## src/rtl/waffle_uart_tx.sv

```systemverilog
// waffle_uart_tx: memory-mapped 8N1 UART transmitter for the CPU data bus.
// The CPU pushes bytes into TX_DATA, and an 8-deep FIFO queues them.
// A bit-timing FSM shifts each byte out LSB-first on uart_txd.
// irq goes high while the interrupt is enabled and the transmitter has run dry.
module waffle_uart_tx #(
    parameter int CLKS_PER_BIT = 434,
    parameter int BASE_ADDR    = 1000,
    parameter int FIFO_DEPTH   = 8
) (
    input  logic        clk,
    input  logic        reset,
    input  logic [15:0] addr,
    input  logic        we,
    input  logic [7:0]  din,
    output logic [7:0]  dout,
    output logic        sel,
    output logic        uart_txd,
    output logic        irq
);

    localparam int          PTR_W       = (FIFO_DEPTH > 1) ? $clog2(FIFO_DEPTH) : 1;
    localparam logic [15:0] TX_ADDR     = 16'(BASE_ADDR);
    localparam logic [15:0] STATUS_ADDR = 16'(BASE_ADDR + 1);
    localparam logic [15:0] CTRL_ADDR   = 16'(BASE_ADDR + 2);
    localparam logic [15:0] BAUD_LAST   = 16'(CLKS_PER_BIT - 1);
    localparam logic [4:0]  DEPTH       = 5'(FIFO_DEPTH);

    typedef enum logic [1:0] {S_IDLE, S_START, S_DATA, S_STOP} state_t;

    // FIFO storage and bookkeeping
    logic [7:0]       mem [FIFO_DEPTH];
    logic [PTR_W-1:0] wr_ptr, rd_ptr;
    logic [4:0]       count;
    logic             full, empty;

    // Control and status
    logic ie;
    logic overflow;

    // Serialiser state
    state_t      state_q, state_d;
    logic [15:0] baud_q, baud_d;
    logic [2:0]  bit_q, bit_d;
    logic [7:0]  shift_q, shift_d;
    logic        txd_d;
    logic        baud_end;
    logic        busy;

    // Bus decode
    logic hit_tx, hit_status, hit_ctrl;
    logic push_req, push, pop;

    assign full       = (count == DEPTH);
    assign empty      = (count == 5'd0);
    assign busy       = (state_q != S_IDLE);
    assign baud_end   = (baud_q == BAUD_LAST);
    assign irq        = ie & empty & ~busy;

    assign hit_tx     = (addr == TX_ADDR);
    assign hit_status = (addr == STATUS_ADDR);
    assign hit_ctrl   = (addr == CTRL_ADDR);
    assign push_req   = we & hit_tx;
    // A full FIFO still accepts a byte in the same cycle the serialiser frees a slot
    assign push       = push_req & (~full | pop);

    // FIFO storage write; no reset needed, validity is tracked by count
    always_ff @(posedge clk) begin
        if (push) begin
            mem[wr_ptr] <= din;
        end
    end

    // FIFO pointers, occupancy, sticky overflow and control register
    always_ff @(posedge clk) begin
        if (reset) begin
            wr_ptr   <= '0;
            rd_ptr   <= '0;
            count    <= 5'd0;
            overflow <= 1'b0;
            ie       <= 1'b0;
        end else begin
            if (push) begin
                wr_ptr <= wr_ptr + 1'b1;
            end
            if (pop) begin
                rd_ptr <= rd_ptr + 1'b1;
            end
            case ({push, pop})
                2'b10:   count <= count + 5'd1;
                2'b01:   count <= count - 5'd1;
                default: count <= count;
            endcase
            if (push_req && !push) begin
                overflow <= 1'b1;
            end else if (we && hit_status && din[3]) begin
                overflow <= 1'b0;
            end
            if (we && hit_ctrl) begin
                ie <= din[0];
            end
        end
    end

    // Registered read port: one-cycle latency, sel marks our address range
    always_ff @(posedge clk) begin
        if (reset) begin
            dout <= 8'd0;
            sel  <= 1'b0;
        end else begin
            dout <= 8'd0;
            sel  <= hit_tx | hit_status | hit_ctrl;
            if (hit_status) begin
                dout <= {count[3:0], overflow, busy, empty, full};
            end else if (hit_ctrl) begin
                dout <= {7'd0, ie};
            end
        end
    end

    // Serialiser state register; uart_txd is registered so the line never glitches
    always_ff @(posedge clk) begin
        if (reset) begin
            state_q  <= S_IDLE;
            baud_q   <= 16'd0;
            bit_q    <= 3'd0;
            shift_q  <= 8'd0;
            uart_txd <= 1'b1;
        end else begin
            state_q  <= state_d;
            baud_q   <= baud_d;
            bit_q    <= bit_d;
            shift_q  <= shift_d;
            uart_txd <= txd_d;
        end
    end

    // Serialiser next state: start bit, 8 data bits LSB-first, stop bit, chaining frames
    always_comb begin
        state_d = state_q;
        baud_d  = baud_q;
        bit_d   = bit_q;
        shift_d = shift_q;
        pop     = 1'b0;
        case (state_q)
            S_IDLE: begin
                if (!empty) begin
                    pop     = 1'b1;
                    shift_d = mem[rd_ptr];
                    baud_d  = 16'd0;
                    state_d = S_START;
                end
            end
            S_START: begin
                if (baud_end) begin
                    baud_d  = 16'd0;
                    bit_d   = 3'd0;
                    state_d = S_DATA;
                end else begin
                    baud_d = baud_q + 16'd1;
                end
            end
            S_DATA: begin
                if (baud_end) begin
                    baud_d  = 16'd0;
                    shift_d = {1'b0, shift_q[7:1]};
                    if (bit_q == 3'd7) begin
                        state_d = S_STOP;
                    end else begin
                        bit_d = bit_q + 3'd1;
                    end
                end else begin
                    baud_d = baud_q + 16'd1;
                end
            end
            S_STOP: begin
                if (baud_end) begin
                    baud_d = 16'd0;
                    if (!empty) begin
                        pop     = 1'b1;
                        shift_d = mem[rd_ptr];
                        state_d = S_START;
                    end else begin
                        state_d = S_IDLE;
                    end
                end else begin
                    baud_d = baud_q + 16'd1;
                end
            end
            default: state_d = S_IDLE;
        endcase
        case (state_d)
            S_START: txd_d = 1'b0;
            S_DATA:  txd_d = shift_d[0];
            default: txd_d = 1'b1;
        endcase
    end

endmodule

```

## config.mk

```make
export PLATFORM = sky130hd
export DESIGN_NAME = waffle_uart_tx
export DESIGN_NICKNAME = d
export VERILOG_FILES = /design/src/rtl/waffle_uart_tx.sv
export SDC_FILE = /design/constraint.sdc
export NUM_CORES = 1
export LEC_CHECK = 0
export ABC_AREA = 1
export BUFFER_PORTS_ARGS = -buffer_cell sky130_fd_sc_hd__buf_2
export CORE_AREA = 10 10 105 107
export CTS_CLUSTER_SIZE = 28
export DETAILED_ROUTE_END_ITERATION = 7
export DIE_AREA = 0 0 115 117
export HOLD_SLACK_MARGIN = 0.03
export PLACE_DENSITY = 0.93
export SYNTH_ARGS = -nofsm -noshare
export SYNTH_HDL_FRONTEND = slang
export SYNTH_SLANG_ARGS = --single-unit
export TNS_END_PERCENT = 10
```

## constraint.sdc

```tcl
create_clock -name clk -period 7.3 [get_ports clk]
set_clock_uncertainty 0.2 [all_clocks]
set_input_delay 0 -clock clk [delete_from_list [all_inputs] [get_ports clk]]
set_output_delay 0 -clock clk [all_outputs]
set_load 0.05 [all_outputs]
```

==> results of run 1 <==
## final cells by class
cell class              count  area, um2
clock inverters            14        140
fillers                   501       2250
well taps                 111        139
inverters                  75        282
flip-flops and latches    119       3020
multi-input cells         446       2330
clock buffers              18        418
repair buffers             63        443
## cells by family after synthesis
family,after synthesis,share of synthesized area (%)
XOR/XNOR,5,0.765
adder cells (fa/ha/maj),16,3.63
AO/OA/AOI/OAI,72,7.24
flip-flops,119,52.8
buffers and inverters,95,6.47
AND/OR/NAND/NOR,353,29.0
## worst paths after layout
check / startpoint / to / slack, ns
max reg2reg: count[3] / count[4] / 4.15
min reg2reg: shift_q[3] / shift_q[3] / 0.27
max: addr[3] / overflow / 3.83
min: addr[10] / wr_ptr[0] / 0.16
## placed cells by master, fill, tap and decap left out, drive strengths merged
cell	Yosys	routed
clkbuf	11	18
a31oi	2	2
nand3b	1	1
bufinv	0	1
o21bai	1	1
xor2	5	5
clkinv	2	3
dlygate4sd3	0	25
nor3	14	14
ha	15	15
a21o	1	1
nand2	172	172
nand4	8	8
a21boi	1	1
edfxtp	64	64
clkinvlp	0	4
dfxtp	55	55
o22ai	1	1
o21ai	28	28
fa	1	1
inv	73	81
buf	9	38
a211oi	4	4
o211a	1	1
or2	2	2
nand2b	1	1
o221a	1	1
nand3	94	94
o31ai	1	1
a21oi	31	31
nor2	58	58
nor4	3	3
## power groups by stage
| stage | Clock [mW] | Sequential [mW] | Combinational (mW) |
|---|---|---|---|
| finish | 0.788 | 0.800 | 0.874 |
| global route | 0.818 | 0.804 | 0.972 |
| CTS | 0.780 | 0.797 | 0.832 |
| detailed placement | 0 | 0.807 | 0.794 |
| global placement | 0 | 0.800 | 0.754 |
| floorplan | 0 | 0.798 | 0.623 |
## registers in the layout, indices dropped and copies added (netlist names), 2 cells and up, named ones only
name and flops:
baud_q 16, bit_q 3, count 5, dout 8, mem 64, rd_ptr 3, shift_q 8, state_q 2
wr_ptr 3
## stage by stage
stage               power [mW]  util (%)  setup WS (ns)  std cells  hold slack [ns]
floorplan                 1.42         -           4.75        660           -0.101
global placement          1.55      66.1           4.60        789            0.120
detailed placement        1.60      66.1           4.41        789            0.122
CTS                       2.41      75.1           4.02        846           0.0813
global route              2.59      75.1           3.73        846            0.163
finish                    2.46      75.1           3.83        846            0.158
## worst max-delay path: cells and delay by family
family | cells | cell delay, ns
and+or+nand+nor | 5 | 0.49
buffers and inverters | 7 | 3.13
AOI/OAI and AO/OA | 1 | 0.05
## metal layers
| metal | GRT usage [%] | vias to the layer above |
|---|---|---|
| met1 | 29.7 | 2388 |
| met3 | 7.03 | 92 |
| met5 | 0 | - |
| li1 | - | 2321 |
| met4 | 14.5 | 0 |
| met2 | 42.4 | 411 |
## timing repair
action,in CTS,in global routing
hold buffers,25,0
endpoints found under the hold margin,105,0
endpoints found under the setup margin,0,0
gates resized for setup,0,0
==> metrics.txt, run 1 <==
Setup CP Type input pin to flip-flop; Site Rows 35; total global-route track usage 25.7%; max-slew violations 0; PortBufs 37; peak fanout along the critical path 3; TritonCTS Buffers 17; outcome completed; slew margin rel. 37.5%; largest net degree at the start of global routing 35; dominant cell type by area after synthesis edfxtp_1; LEAKAGE 2.80 nW; Iter 0 DRT Violations 686; drc violations 0; Register-to-Register Path Depth 12; WP data required 7.51 ns; achievable clock frequency 0.288 GHz; fraction of power spent switching nets 40.2%; CTS Root Cell clkbuf_8; power share of the combinational group 35.5%; ys async rst share 0%; register area share after synthesis 52.8%; number of synthesized register bits 119; syn avg cell area 8.67 um2; number of top-level pins 38; Yosys top cell area share 33.6%; clock network power share 32.0%; total die area 0.0135 mm2; post-CTS setup buffers 0; Post-Synthesis Cell Area 0.00572 mm2; top post-synthesis cells by area edfxtp_1 34%, dfxtp_1 19%, nand2_1 11%; internal power 1.47 mW; Synth top cells by count 165 x nand2_1, 92 x nand3_1, 66 x inv_1; Detailed Route WL 16600 um; initial core utilization 63.4%; Most common cell on crit path dlygate4sd3_1; Worst IR Drop VDD 0.247 mV; met2 wire length 8050 um; Setup violations, final 0; Final GP Congestion 0.900; CTS clock-pin slew for the worst setup and hold paths 0.06 ns; period utilisation layout 47.5%; Fin Setup TNS 0 ns; fin nets 765; Final min period 3.47 ns; first-pass GRT wire length 26800 um; most frequent cell after synthesis nand2_1; Mapped Cells 660; placed cell area 0.00596 mm2; drt pass-1 iters 7; clock buffer depth 2; Avg WL per Cell 19.7 um; Power Density 364 mW/mm2; top_reg_cell synth edfxtp_1; worst hold path class input pin to flip-flop; share of cells above drive strength 1 14.6%; CP startpoint kind input pin; Non-Filler Cell Area, Final 0.00677 mm2; crit path DAT 3.68 ns; # Max-Cap Violations 0; Vias per Instance 6.16; Core ar. 0.00902 mm2; dpl hpwl 9640 um; part of the power in registers 32.5%; critical path's largest stage delay 0.61 ns; Max Used Layer met4; YS warnings 0; antenna-violating nets left 0; worst-skew pair later-pin latency 0.53 ns; RSZ-0062 raised after global routing false; CP max-delay cell dlygate4sd3_1; clk sinks 119; Synth cell types 46; P_sw 0.991 mW; crit end category flip-flop; Final Hold Viols 0; M1 wire length 5960 um; via count 5212; grt ovf 0; CTS tree built; Die X 115 um; worst slew pin tran 0.935 ns; Area Overhead vs Synth 18.4%; Hold Crit Depth 8; critical-path cell list dlygate4sd3_1, buf_2, nand2_1, dlygate4sd3_1, inv_1, nand4_1, dlygate4sd3_1, nor2_1, nand3_1, dlygate4sd3_1, nand2_1, a21oi_1, dlygate4sd3_1; vias in the first global route 5134; H-tree depth 4; routed wl met3 1790 um; Post-synth EDFFs 64; Synthesized Nets 703; antenna diode count 0; Die Y-Extent 117 um; initial antenna violation count 0
No activity file was read; power rests on OpenSTA's default activity.
==> inputs of run 2 (changes only) <==
--- a/config.mk
+++ b/config.mk
@@ -7,12 +7,12 @@
 export LEC_CHECK = 0
 export ABC_AREA = 1
 export BUFFER_PORTS_ARGS = -buffer_cell sky130_fd_sc_hd__buf_2
-export CORE_AREA = 10 10 105 107
+export CORE_AREA = 10 10 109 111
 export CTS_CLUSTER_SIZE = 28
 export DETAILED_ROUTE_END_ITERATION = 7
-export DIE_AREA = 0 0 115 117
+export DIE_AREA = 0 0 119 121
 export HOLD_SLACK_MARGIN = 0.03
-export PLACE_DENSITY = 0.93
+export PLACE_DENSITY = 0.87
 export SYNTH_ARGS = -nofsm -noshare
 export SYNTH_HDL_FRONTEND = slang
 export SYNTH_SLANG_ARGS = --single-unit
==> constraint.sdc (replaced) <==
create_clock -name clk -period 3.5 [get_ports clk]
set_clock_uncertainty 0.2 [all_clocks]
set_input_delay 0 -clock clk [delete_from_list [all_inputs] [get_ports clk]]
set_output_delay 0 -clock clk [all_outputs]
set_load 0.05 [all_outputs]
==> run 2 against run 1 <==
Against the previous run:
- hold slack got worse by 0.045 ns
- combinational power is 110% higher
- critical path depth is 1 higher
- global-route usage down 5.1 points
- sequential power up 110%
- register-to-register slack worse by 3.6 ns
- clock power up 100%
- highest routed layer unchanged
==> metrics.txt, run 2 (synthesis gave the netlist of run 1 again) <==
Non-Filler Cell Area, Final 0.00678 mm2 (about the same); Final GP Congestion 0.890 (-1.1%); worst-skew pair later-pin latency 0.53 ns (about the same); Final Hold Viols 0 (unchanged); first-pass GRT wire length 23900 um (-11%); total global-route track usage 20.6% (-5.1 points); Fin Setup TNS 0 ns (unchanged); commonest non-fill, non-tap cells in the layout 165 x nand2_1, 92 x nand3_1, 66 x inv_1, 64 x edfxtp_1, 55 x dfxtp_1; largest net degree at the start of global routing 34 (-2.9%); worst slew pin tran 0.931 ns (-0.00389 ns); Iter 0 DRT Violations 505 (-26%); antenna diode count 0 (unchanged); CTS clock-pin slew for the worst setup and hold paths 0.06 ns (about the same); outcome completed; clk sinks 119 (unchanged); Top Registers mem (64), baud_q (16); Worst setup startpoint state_q[1]; drt pass-1 iters 5 (-2); Setup CP Type flip-flop to flip-flop; Worst IR Drop VDD 0.522 mV (+110%); Final min period 2.97 ns; RSZ-0062 raised after global routing false; Power Density 745 mW/mm2 (+100%); max reg flops 64 (unchanged); Die Y-Extent 121 um (+3.4%); drc violations 0 (unchanged); WP data required 3.72 ns (-3.79 ns); grt ovf 0 (unchanged); slew margin rel. 37.9% (+0.42 points); Area Overhead vs Synth 18.4% (about the same); Avg WL per Cell 16.9 um (-14%); LEAKAGE 2.80 nW (+0.31%); placed cell area 0.00601 mm2 (+0.71%); Biggest register mem; setup slack after layout 0.527 ns (-3.30 ns); max-slew violations 0 (unchanged); crit end category flip-flop; dpl hpwl 9030 um (-6.3%); worst hold path class input pin to flip-flop; vias in the first global route 4858 (-5.4%); crit path DAT 3.19 ns (-0.49 ns); via count 4981 (-4.4%); achievable clock frequency 0.336 GHz; TritonCTS Buffers 17 (unchanged); initial core utilization 59.3% (-4.1 points); hold_sp addr[10]; register area 0.00302 mm2 (unchanged); most common library cell in the layout ignoring fill and taps nand2_1; share of cells above drive strength 1 14.6% (unchanged); Setup violations, final 0 (unchanged); final cell count without fillers 868 (+2.6%); Site Rows 36 (+2.9%); PortBufs 37 (unchanged); Vias per Instance 5.74 (-6.9%); CTS Root Cell clkbuf_8; Placement Setup Slack 0.658 ns (-3.75 ns); area of the multi-input gates 0.00233 mm2 (+0.22%); number of top-level pins 38 (unchanged); worst r2r src state_q[1]; period utilisation layout 85.0%; H-tree depth 4 (unchanged); peak fanout along the critical path 9 (+6); total die area 0.0144 mm2 (+7.0%); CTS tree built; initial antenna violation count 0 (unchanged); Die X 119 um (+3.5%); CP startpoint kind flip-flop; antenna-violating nets left 0 (unchanged); placed cell count 813 (+3.0%); Core ar. 0.00964 mm2 (+6.9%); # fillers 666 (+33%); fin nets 765 (unchanged); Detailed Route WL 14600 um (-12%); post-layout util 70.3% (-4.8 points); # Max-Cap Violations 0 (unchanged); clock buffer depth 2 (unchanged)
[run 2: cell count changes in the layout (fill, tap and decap cells not counted), moves of 3 or more]
cell	change
buf_4	+3
clkinv_1	+3
dlygate4sd3_1	-3
clkinv_2	+4
inv_6	-6
[run 2: path summary, 6_finish.rpt]
kind	end	slack (ns)	cells past startpoint
max	count[4]	0.53	14
min reg2reg	dout[3]	0.26	2
max reg2reg	count[4]	0.53	14
min	wr_ptr[0]	0.11	8
[run 2: through the flow]
stage	total power, mW	hold slack (ns)
after floorplan	2.96	-0.101
after global placement	3.29	0.100
after detailed placement	3.37	0.112
after CTS	4.99	0.0496
after global routing	5.31	0.118
final	5.04	0.113
[run 2: cell type report]
cell class | instances | share of cell area, %
clock buffer | 20 | 6.28
clock inverter | 12 | 1.64
inverter | 75 | 4.16
multi-input combinational | 446 | 34.4
sequential | 119 | 44.6
tap | 133 | 2.46
timing repair buffer | 63 | 6.43
[run 2: critical path, cell delays in order, from the launching register on]
cell and delay (ns):
dfxtp_1 0.46, inv_1 0.15, ha_1 0.23, inv_2 0.21, nand2_1 0.19, nand4_2 0.21, inv_1 0.12, ha_1 0.34
a21o_1 0.20, a31oi_1 0.19, inv_1 0.07, nand2_1 0.09, nand3_1 0.08, nand2_1 0.07, nor2_1 0.05
[run 2: routing by layer]
layer | GRT usage [%] | vias to the layer above | wire, um
li1 | - | 2324 | -
met5 | 0 | - | 0
met3 | 6.10 | 62 | 1300
met4 | 10.9 | 0 | 530
met1 | 23.8 | 2313 | 5740
met2 | 34.0 | 282 | 7080
[run 2: power by group]
part | leakage [nW] | total (mW) | internal, mW | switching [mW]
registers | 1.02 | 1.66 | 1.57 | 0.0944
logic | 1.52 | 1.80 | 0.575 | 1.22
clock network | 0.261 | 1.58 | 0.995 | 0.586
total | 2.80 | 5.04 | 3.14 | 1.90
[run 2: timing repair]
| action | CTS | global route |
|---|---|---|
| resized for setup | 0 | 3 |
| hold buffers | 23 | 0 |
| hold endpoints to repair | 105 | 0 |
| setup buffers | 0 | 1 |
| endpoints found under the setup margin | 0 | 1 |
